$ cat config.mk
export PLATFORM = sky130hd
export DESIGN_NAME = draw_missiles_multi_flat
export DESIGN_NICKNAME = d
export VERILOG_FILES = /design/src/rtl/draw_missiles_multi_if.sv /design/src/rtl/draw_missiles_multi.sv /design/src/flat_wrapper.sv
export SDC_FILE = /design/constraint.sdc
export NUM_CORES = 1
export LEC_CHECK = 0
export ABC_AREA = 1
export CORE_MARGIN = 4
export CORE_UTILIZATION = 54
export CTS_CLUSTER_SIZE = 25
export DETAILED_ROUTE_END_ITERATION = 7
export GPL_TIMING_DRIVEN = 0
export PLACE_DENSITY = 0.87
export SETUP_SLACK_MARGIN = 0.2
export SLEW_MARGIN = 20
export SYNTH_ARGS = -nofsm -noshare
export SYNTH_HDL_FRONTEND = slang
export SYNTH_SLANG_ARGS = --single-unit
$ cat constraint.sdc
create_clock -name pclk -period 2.7 [get_ports pclk]
set_input_delay 0.27 -clock pclk [delete_from_list [all_inputs] [get_ports pclk]]
set_output_delay 0.27 -clock pclk [all_outputs]
set_load 0.03 [all_outputs]
$ cat src/rtl/draw_missiles_multi_if.sv
// VGA timing/colour stream through the missile overlay stage.
// The *_in side comes from upstream, and the *_out side is the same stream delayed one pclk.
interface draw_missiles_multi_if;
  logic [10:0] hcount_in;
  logic [10:0] vcount_in;
  logic        hsync_in;
  logic        vsync_in;
  logic        hblnk_in;
  logic        vblnk_in;
  logic [11:0] rgb_in;
  logic [10:0] hcount_out;
  logic [10:0] vcount_out;
  logic        hsync_out;
  logic        vsync_out;
  logic        hblnk_out;
  logic        vblnk_out;
  logic [11:0] rgb_out;

  modport master (
    output hcount_in, vcount_in, hsync_in, vsync_in, hblnk_in, vblnk_in, rgb_in,
    input  hcount_out, vcount_out, hsync_out, vsync_out, hblnk_out, vblnk_out, rgb_out
  );

  modport slave (
    input  hcount_in, vcount_in, hsync_in, vsync_in, hblnk_in, vblnk_in, rgb_in,
    output hcount_out, vcount_out, hsync_out, vsync_out, hblnk_out, vblnk_out, rgb_out
  );
endinterface

$ cat src/rtl/draw_missiles_multi.sv
// Multi-slot missile control and overlay: fire handling, cooldown, per-frame motion,
// retirement, and drawing every active missile onto the VGA stream with one pclk of latency.
module draw_missiles_multi #(
  parameter int          N_MISSILES      = 4,
  parameter int          MISSILE_W       = 4,
  parameter int          MISSILE_H       = 16,
  parameter int          SPEED           = 8,
  parameter int          Y_START         = 680,
  parameter int          X_OFFSET        = 30,
  parameter int          H_ACTIVE        = 1024,
  parameter int          COOLDOWN_FRAMES = 8,
  parameter logic [11:0] COLOR           = 12'hF00
) (
  input  logic                  pclk,
  input  logic                  rst,
  input  logic                  fire,
  input  logic [11:0]           xpos,
  draw_missiles_multi_if.slave  vga,
  output logic [N_MISSILES-1:0] active_mask,
  output logic                  shot_pulse
);
  localparam logic [10:0] SPEED_L   = 11'(SPEED);
  localparam logic [10:0] Y_START_L = 11'(Y_START);
  localparam logic [11:0] X_OFF_L   = 12'(X_OFFSET);
  localparam logic [11:0] X_MAX_L   = 12'(H_ACTIVE - MISSILE_W);
  localparam logic [11:0] W_M1_L    = 12'(MISSILE_W - 1);
  localparam logic [11:0] H_M1_L    = 12'(MISSILE_H - 1);
  localparam logic [15:0] CD_LOAD   = 16'(COOLDOWN_FRAMES);

  logic                  vblnk_prev;
  logic                  fire_prev;
  logic                  pending;
  logic [15:0]           cooldown;
  logic [N_MISSILES-1:0] active;
  logic [10:0]           slot_x [N_MISSILES];
  logic [10:0]           slot_y [N_MISSILES];

  logic                  frame_tick;
  logic                  fire_edge;
  logic                  spawn;
  logic [N_MISSILES-1:0] free_oh;
  logic [N_MISSILES-1:0] hit;
  logic [11:0]           spawn_x_raw;
  logic [10:0]           spawn_x;
  logic [11:0]           hc12;
  logic [11:0]           vc12;

  assign frame_tick = vga.vblnk_in & ~vblnk_prev;
  assign fire_edge  = fire & ~fire_prev;

  // Lowest clear bit of the pre-tick mask; all zeros when every slot is busy.
  assign free_oh = ~active & (active + N_MISSILES'(1));

  // A fire edge landing on the tick itself is served by that tick.
  assign spawn = frame_tick & (pending | fire_edge) & (cooldown == 16'd0) & (|free_oh);

  assign spawn_x_raw = {1'b0, xpos[10:0]} + X_OFF_L;
  assign spawn_x     = (spawn_x_raw > X_MAX_L) ? X_MAX_L[10:0] : spawn_x_raw[10:0];

  assign hc12 = {1'b0, vga.hcount_in};
  assign vc12 = {1'b0, vga.vcount_in};

  always_comb begin
    hit = '0;
    for (int i = 0; i < N_MISSILES; i++) begin
      hit[i] = active[i]
             && (hc12 >= {1'b0, slot_x[i]}) && (hc12 <= {1'b0, slot_x[i]} + W_M1_L)
             && (vc12 >= {1'b0, slot_y[i]}) && (vc12 <= {1'b0, slot_y[i]} + H_M1_L);
    end
  end

  always_ff @(posedge pclk) begin
    if (rst) begin
      vblnk_prev     <= 1'b0;
      fire_prev      <= 1'b0;
      pending        <= 1'b0;
      cooldown       <= '0;
      active         <= '0;
      shot_pulse     <= 1'b0;
      for (int i = 0; i < N_MISSILES; i++) begin
        slot_x[i] <= '0;
        slot_y[i] <= '0;
      end
      vga.hcount_out <= '0;
      vga.vcount_out <= '0;
      vga.hsync_out  <= 1'b0;
      vga.vsync_out  <= 1'b0;
      vga.hblnk_out  <= 1'b0;
      vga.vblnk_out  <= 1'b0;
      vga.rgb_out    <= '0;
    end else begin
      vblnk_prev <= vga.vblnk_in;
      fire_prev  <= fire;
      pending    <= frame_tick ? 1'b0 : (pending | fire_edge);
      shot_pulse <= spawn;

      // Slot state only moves during vblank, so a frame is never drawn half-updated.
      if (frame_tick) begin
        if (spawn) begin
          cooldown <= CD_LOAD;
        end else if (cooldown != 16'd0) begin
          cooldown <= cooldown - 16'd1;
        end
        for (int i = 0; i < N_MISSILES; i++) begin
          if (spawn && free_oh[i]) begin
            active[i] <= 1'b1;
            slot_x[i] <= spawn_x;
            slot_y[i] <= Y_START_L;
          end else if (active[i]) begin
            if (slot_y[i] < SPEED_L) begin
              active[i] <= 1'b0;
            end else begin
              slot_y[i] <= slot_y[i] - SPEED_L;
            end
          end
        end
      end

      vga.hcount_out <= vga.hcount_in;
      vga.vcount_out <= vga.vcount_in;
      vga.hsync_out  <= vga.hsync_in;
      vga.vsync_out  <= vga.vsync_in;
      vga.hblnk_out  <= vga.hblnk_in;
      vga.vblnk_out  <= vga.vblnk_in;
      vga.rgb_out    <= ((|hit) && !vga.hblnk_in && !vga.vblnk_in) ? COLOR : vga.rgb_in;
    end
  end

  assign active_mask = active;
endmodule

$ cat src/flat_wrapper.sv
// flat-port wrapper written by rule: the top's interface ports become plain ports
module draw_missiles_multi_flat 
#(
  parameter int          N_MISSILES      = 4,
  parameter int          MISSILE_W       = 4,
  parameter int          MISSILE_H       = 16,
  parameter int          SPEED           = 8,
  parameter int          Y_START         = 680,
  parameter int          X_OFFSET        = 30,
  parameter int          H_ACTIVE        = 1024,
  parameter int          COOLDOWN_FRAMES = 8,
  parameter logic [11:0] COLOR           = 12'hF00
)
  (pclk, rst, fire, xpos, active_mask, shot_pulse, vga_hcount_in, vga_vcount_in, vga_hsync_in, vga_vsync_in, vga_hblnk_in, vga_vblnk_in, vga_rgb_in, vga_hcount_out, vga_vcount_out, vga_hsync_out, vga_vsync_out, vga_hblnk_out, vga_vblnk_out, vga_rgb_out);
  draw_missiles_multi_if vga_i ();
  input  logic pclk;
  input  logic rst;
  input  logic fire;
  input  logic [11:0] xpos;
  output logic [N_MISSILES-1:0] active_mask;
  output logic shot_pulse;
  input wire logic [$bits(vga_i.hcount_in)-1:0] vga_hcount_in;
  input wire logic [$bits(vga_i.vcount_in)-1:0] vga_vcount_in;
  input wire logic [$bits(vga_i.hsync_in)-1:0] vga_hsync_in;
  input wire logic [$bits(vga_i.vsync_in)-1:0] vga_vsync_in;
  input wire logic [$bits(vga_i.hblnk_in)-1:0] vga_hblnk_in;
  input wire logic [$bits(vga_i.vblnk_in)-1:0] vga_vblnk_in;
  input wire logic [$bits(vga_i.rgb_in)-1:0] vga_rgb_in;
  output wire logic [$bits(vga_i.hcount_out)-1:0] vga_hcount_out;
  output wire logic [$bits(vga_i.vcount_out)-1:0] vga_vcount_out;
  output wire logic [$bits(vga_i.hsync_out)-1:0] vga_hsync_out;
  output wire logic [$bits(vga_i.vsync_out)-1:0] vga_vsync_out;
  output wire logic [$bits(vga_i.hblnk_out)-1:0] vga_hblnk_out;
  output wire logic [$bits(vga_i.vblnk_out)-1:0] vga_vblnk_out;
  output wire logic [$bits(vga_i.rgb_out)-1:0] vga_rgb_out;
  assign vga_i.hcount_in = vga_hcount_in;
  assign vga_i.vcount_in = vga_vcount_in;
  assign vga_i.hsync_in = vga_hsync_in;
  assign vga_i.vsync_in = vga_vsync_in;
  assign vga_i.hblnk_in = vga_hblnk_in;
  assign vga_i.vblnk_in = vga_vblnk_in;
  assign vga_i.rgb_in = vga_rgb_in;
  assign vga_hcount_out = vga_i.hcount_out;
  assign vga_vcount_out = vga_i.vcount_out;
  assign vga_hsync_out = vga_i.hsync_out;
  assign vga_vsync_out = vga_i.vsync_out;
  assign vga_hblnk_out = vga_i.hblnk_out;
  assign vga_vblnk_out = vga_i.vblnk_out;
  assign vga_rgb_out = vga_i.rgb_out;
  draw_missiles_multi #(.N_MISSILES(N_MISSILES), .MISSILE_W(MISSILE_W), .MISSILE_H(MISSILE_H), .SPEED(SPEED), .Y_START(Y_START), .X_OFFSET(X_OFFSET), .H_ACTIVE(H_ACTIVE), .COOLDOWN_FRAMES(COOLDOWN_FRAMES), .COLOR(COLOR)) u_core (.pclk(pclk), .rst(rst), .fire(fire), .xpos(xpos), .vga(vga_i), .active_mask(active_mask), .shot_pulse(shot_pulse));
endmodule
; ---- Yosys cells after proc, flatten, opt, wreduce, memory -nomap -nowiden
; Memories as Yosys holds them, arrays and structs flattened.
; Cells that the tools add are included.
[classes]
addsub = 15
magnitude_cmp = 21
n_mux = 62
bitwise_logic = 22
n_reduce_logical = 32
[op_table]
columns = cell, n
row1 = $mux W11, 13
row2 = $le A11 B12 Y1, 8
row3 = $ge A11 B11 Y1, 8
row4 = $add A11 B2 Y12 const B, 4
row5 = $add A11 B4 Y12 const B, 4
row6 = $mux W1, 46
row7 = $lt A11 B4 Y1 const B, 4
row8 = $sub A11 B4 Y11 const B, 4
row9 = $mux W16, 2
row10 = $logic_and A1 B1 Y1, 22
row11 = $logic_not A16 Y1, 1
row12 = $reduce_bool A16 Y1, 1
row13 = $sub A16 B1 Y16 const B, 1
row14 = $or A1 B1 Y1, 13
row15 = $add A11 B5 Y12 const B, 1
row16 = $gt A12 B10 Y1 const B, 1
row17 = $mux W12, 1
row18 = $reduce_or A4 Y1, 2
row19 = $and A1 B1 Y1, 5
row20 = $add A4 B1 Y4 const B, 1
row21 = $and A4 B4 Y4, 1
row22 = $not A4 Y4, 1
row23 = $reduce_or A2 Y1, 2
row24 = $logic_not A1 Y1, 2
row25 = other kinds (3), 4
[word_totals]
register_bits = 61
mem_bits_rw = 88
word_cells = 167
memories = 2
[memory_table]
columns = name, depth, word_bits, read_ports, rd_ports_with_merged_regs, write_ports, line_no
row1 = u_core.slot_x, 4, 11, 4, 0, 4, draw_missiles_multi.sv:35  ; logic [10:0] slot_x [N_MISSILES];
row2 = u_core.slot_y, 4, 11, 4, 0, 4, draw_missiles_multi.sv:36  ; logic [10:0] slot_y [N_MISSILES];

; ---- Depth between registers and ports, before layout
[depth]
depth_word = 13
depth_mapped = 24
mapped_depth_nobuf = 24

; ---- Worst setup path before layout
; Ideal clock, no wire load.
[synth_timing]
kind = register to register
start = mem u_core.slot_x[0][0]
end = reg u_core.vga.rgb_out[0]
setup_ns = 0.115
t_arrival_ns = 2.821
required_ns = 2.585
slack_ns = -0.237
stages_incl_launch_ff = 21
n_path_buf = 0
cell_sequence = edfxtp_1 > inv_1 > ha_1 > or2_2 > nor3_1 > nand3_1 > nor3_1 > xor2_1 > inv_1 > ha_1 > nand3_1 > nor4_1 > nor2_1 > nand2_1 > nand3_1 > nand2_1 > inv_1 > nand2_1 > nand2_2 > nand2_2 > nor2_1
[synth_lines]
columns = element, line_no
row1 = "start, declared", draw_missiles_multi.sv:35
row2 = "end signal, assigned", draw_missiles_multi.sv:125  ; vga.rgb_out <= ((|hit) && !vga.hblnk_in && !vga.vblnk_in) ? COLOR : vga.rgb_in;
row3 = "end, declared", draw_missiles_multi_if.sv:26  ; output hcount_out, vcount_out, hsync_out, vsync_out, hblnk_out, vblnk_out, rgb_out

==> impl_metrics.py <==
metrics = {
    "route": {
        "drtIter0Drc": 1035,
        "dr_wl_met2_um": 14400,
        "met3_length_um": 2220,
        "drc_errors": 1,
        "vias": 10392,
        "dr.pass1.iters": 8,
        "routedWlPerCell_um": 15.8,
        "highest_layer": "met4",
        "wirelength_met1_um": 11700,
        "viasPerCell": 5.53,
        "postRouteAntennaNets": 0,
        "drt_wl_total_um": 29800,
    },
    "timing": {
        "finalHoldViolations": 0,
        "period_minus_slack_ns": 3.06,
        "fin_ws_ns": -0.357,
        "fin_skew_ns": 0.00911,
        "slew_headroom": 0.282,
        "clock.fmax_mhz": 327,
        "rsz0062_at_grt": "true",
        "setup_tns_ns": -3.98,
        "setup-violations-final": 12,
        "finalCritPeriodShare": 1.13,
        "drv_slew": 0,
        "worst_pin_slew_ns": 1.07,
    },
    "setup_path": {
        "cp_top_family": "simple AND/OR/NAND/NOR gates",
        "path_cells": "inv_2, ha_4, or2_4, nor3_4, nand3_2, nor3_4, xor2_1, inv_1, ha_4, nand3_4, nor4_2, nor2_1, nand2_1, nand3_2, nand2_2, inv_2, nand2_4, nand2_8, nand2_8, nor2_1",
        "crit_type": "flop to flop",
        "cp_slowest_cell": "edfxtp_1",
        "cp.arrival_ns": 3.39,
        "path_buf_inv": 3,
        "cp_max_fo": 8,
        "startpoint_type": "flop",
        "worstPathRequired_ns": 3.03,
        "worstSetupEndpointType": "flop",
        "cpPeakStageDelay_ns": 0.39,
    },
    "global_route": {
        "grt_first_pass_wirelength_um": 45700,
        "antenna_found_initial": 0,
        "track_usage": 0.252,
        "grt_overflow": 0,
        "grt_max_degree": 17,
        "grt_pass1_vias": 9736,
    },
    "power_and_ir_drop": {
        "max-vdd-ir-drop_v": 0.000483,
        "power_density_mw_per_mm2": 518,
        "p_leak_nw": 6.59,
        "p_total_w": 0.00694,
    },
    "layout": {
        "fin_cells": 1879,
        "syn2layout_area_growth_pct": 21.0,
        "postLayoutCoreUtil": 0.664,
        "final_net_count": 1815,
        "num-fill-cells": 1549,
        "num_antenna_cells": 0,
        "drive_gt1_frac": 0.110,
    },
    "synth": {
        "mappedNetlistArea_mm2": 0.0111,
        "synth_cell_type_count": 46,
        "ys_top_cells_by_area": "edfxtp_1 (21%), ha_1 (19%), dfxtp_1 (11%)",
        "synthTopCellsByCount": "nand2_1 (294), inv_1 (264), nor2_1 (178)",
        "synth-seq-area-share": 0.316,
        "yosys.area_share.simple": 0.269,
        "syn_area_per_cell_um2": 7.56,
        "ys_ff_latch": 137,
        "async_flop_share": 0,
        "syn_inst": 1464,
        "synth_area_leader_cell": "edfxtp_1",
        "synth_flop_cell": "edfxtp_1",
        "synthAdderAreaFrac": 0.188,
        "synthMuxAreaShare": 0,
        "synth_top_family_by_area": "simple AND/OR/NAND/NOR gates",
        "synthXorXnorAreaFrac": 0.0489,
        "synth-warning-count": 0,
        "synth.most_common_cell": "nand2_1",
        "synth_edf_count": 76,
        "synth_compound_area_frac": 0.0780,
        "synth_top_area_share": 0.206,
    },
    "cts": {
        "h-tree-depth": 4,
        "clkTransAtPathRegs_ns": 0.07,
        "cts_buffer_depth": 2,
        "worst_skew_pair.late_latency_ns": 0.44,
        "cts_sinks": 137,
        "hold_buffers": 0,
        "cts_made_buffers": 17,
        "cts-root-buf": "clkbuf_16",
        "cts_tree": "done",
    },
    "placement": {
        "post-dp-hpwl_um": 21400,
        "dpl_worst_slack_ns": -0.564,
        "gp_congestion": 0.907,
        "placed_cells_incl_taps": 1831,
        "port_buffers": 94,
    },
    "floorplan": {
        "coreArea_mm2": 0.0202,
        "dieArea_mm2": 0.0229,
        "rows": 52,
        "fp.dieW_um": 151,
        "ioPinCount": 96,
        "start_util": 0.549,
        "die_y_um": 151,
    },
    "status": {
        "violations": "DRC, setup timing",
        "status": "complete, but fails checks",
    },
    "flow_run": {
        "maxCapViolCount": 0,
    },
    "hold_path": {
        "holdCritPathClass": "input port to flop",
    },
}
## through the flow
step	hold WS, ns	instance area [um2]
floorplan	0.377	11100
global placement	0.461	12400
detailed placement	0.466	12400
CTS	0.341	13200
global route	0.340	13400
finish	0.343	13400
## final timing paths
check / startpoint / end / slack [ns] / cells after the start
worst max-delay path: u_core.slot_x[0][0]$_SDFFCE_PN0P_ / u_core.vga.rgb_out[4]$_SDFF_PP0_ / -0.36 / 20
worst min-delay path: vga_rgb_in[3] / u_core.vga.rgb_out[3]$_SDFF_PP0_ / 0.34 / 3
worst max register to register: u_core.slot_x[0][0]$_SDFFCE_PN0P_ / u_core.vga.rgb_out[4]$_SDFF_PP0_ / -0.36 / 20
worst min register to register: u_core.cooldown[9]$_SDFFE_PP0P_ / u_core.cooldown[9]$_SDFFE_PP0P_ / 0.48 / 1
## metal layers
metal	vias to the layer above	global-route usage
met5	-	0
met4	0	0.107
met3	140	0.0431
met2	490	0.443
met1	4772	0.305
li1	4990	-
## state kept, by name, summed over array words and instances, names as in the netlist, 4 cells and up
| name | count |
|---|---|
| u_core.vga.vcount_out | 11 |
| u_core.vga.hcount_out | 11 |
| u_core.cooldown | 16 |
| u_core.slot_y | 32 |
| u_core.active_mask | 4 |
| u_core.vga.rgb_out | 12 |
| u_core.slot_x | 44 |
## cells in the final DEF, fill, tap and decap left out, types with 3 or more instances in the layout
| master | instances |
|---|---|
| a21o_1 | 8 |
| a21oi_1 | 86 |
| a31oi_1 | 8 |
| buf_4 | 15 |
| clkbuf_1 | 5 |
| clkbuf_16 | 18 |
| clkdlybuf4s50_1 | 94 |
| conb_1 | 4 |
| dfxtp_1 | 61 |
| edfxtp_1 | 76 |
| ha_1 | 162 |
| ha_4 | 3 |
| inv_1 | 254 |
| inv_2 | 26 |
| inv_4 | 3 |
| inv_6 | 4 |
| inv_8 | 3 |
| nand2_1 | 283 |
| nand2_2 | 15 |
| nand2_4 | 12 |
| nand3_1 | 49 |
| nand3_2 | 11 |
| nand3b_1 | 11 |
| nand4_1 | 21 |
| nor2_1 | 168 |
| nor2_2 | 11 |
| nor2_4 | 11 |
| nor2_8 | 3 |
| nor3_1 | 22 |
| nor3_2 | 7 |
| nor3_4 | 5 |
| o211ai_1 | 4 |
| o21a_1 | 5 |
| o21ai_0 | 38 |
| or2_2 | 6 |
| xnor2_1 | 4 |
| xor2_1 | 56 |
## cell families after synthesis
group                      count (synthesis)
adders and majority gates                166
other                                      1
xor gates and xnor gates                  61
DFF                                      137
buffers and inverters                    289
AOI/OAI and AO/OA                        159
and+or+nand+nor                          651
## worst reg2reg max path, cell delays in order, from the launching register on
cell and delay [ns]:
edfxtp_1 0.39, inv_2 0.07, ha_4 0.16, or2_4 0.27
nor3_4 0.19, nand3_2 0.13, nor3_4 0.20, xor2_1 0.17
inv_1 0.09, ha_4 0.30, nand3_4 0.08, nor4_2 0.16
nor2_1 0.09, nand2_1 0.10, nand3_2 0.10, nand2_2 0.08
inv_2 0.04, nand2_4 0.08, nand2_8 0.08, nand2_8 0.13
nor2_1 0.05
## repair_timing
action,CTS,global route
setup buffers,8,8
endpoints found under the setup margin,39,66
hold endpoints to repair,0,0
pin swaps,38,32
gates resized for setup,31,42
## power breakdown
part	internal [W]	switching, W	total [W]
combinational	0.000781	0.00129	0.00208
sequential	0.00239	0.000158	0.00255
clock	0.00127	0.00105	0.00232
## cell type report
cell class | instances | area, um2 | area share
multi-input cells | 1041 | 6800 | 0.508
clock inverters | 14 | 128 | 0.00953
well taps | 270 | 338 | 0.0252
repair buffers | 110 | 1060 | 0.0795
plain buffers | 6 | 38.8 | 0.00290
clock buffers | 18 | 450 | 0.0336
flip-flops and latches | 137 | 3500 | 0.262
inverters | 283 | 1060 | 0.0795
Note: power is estimated with default switching activity, not from simulation.
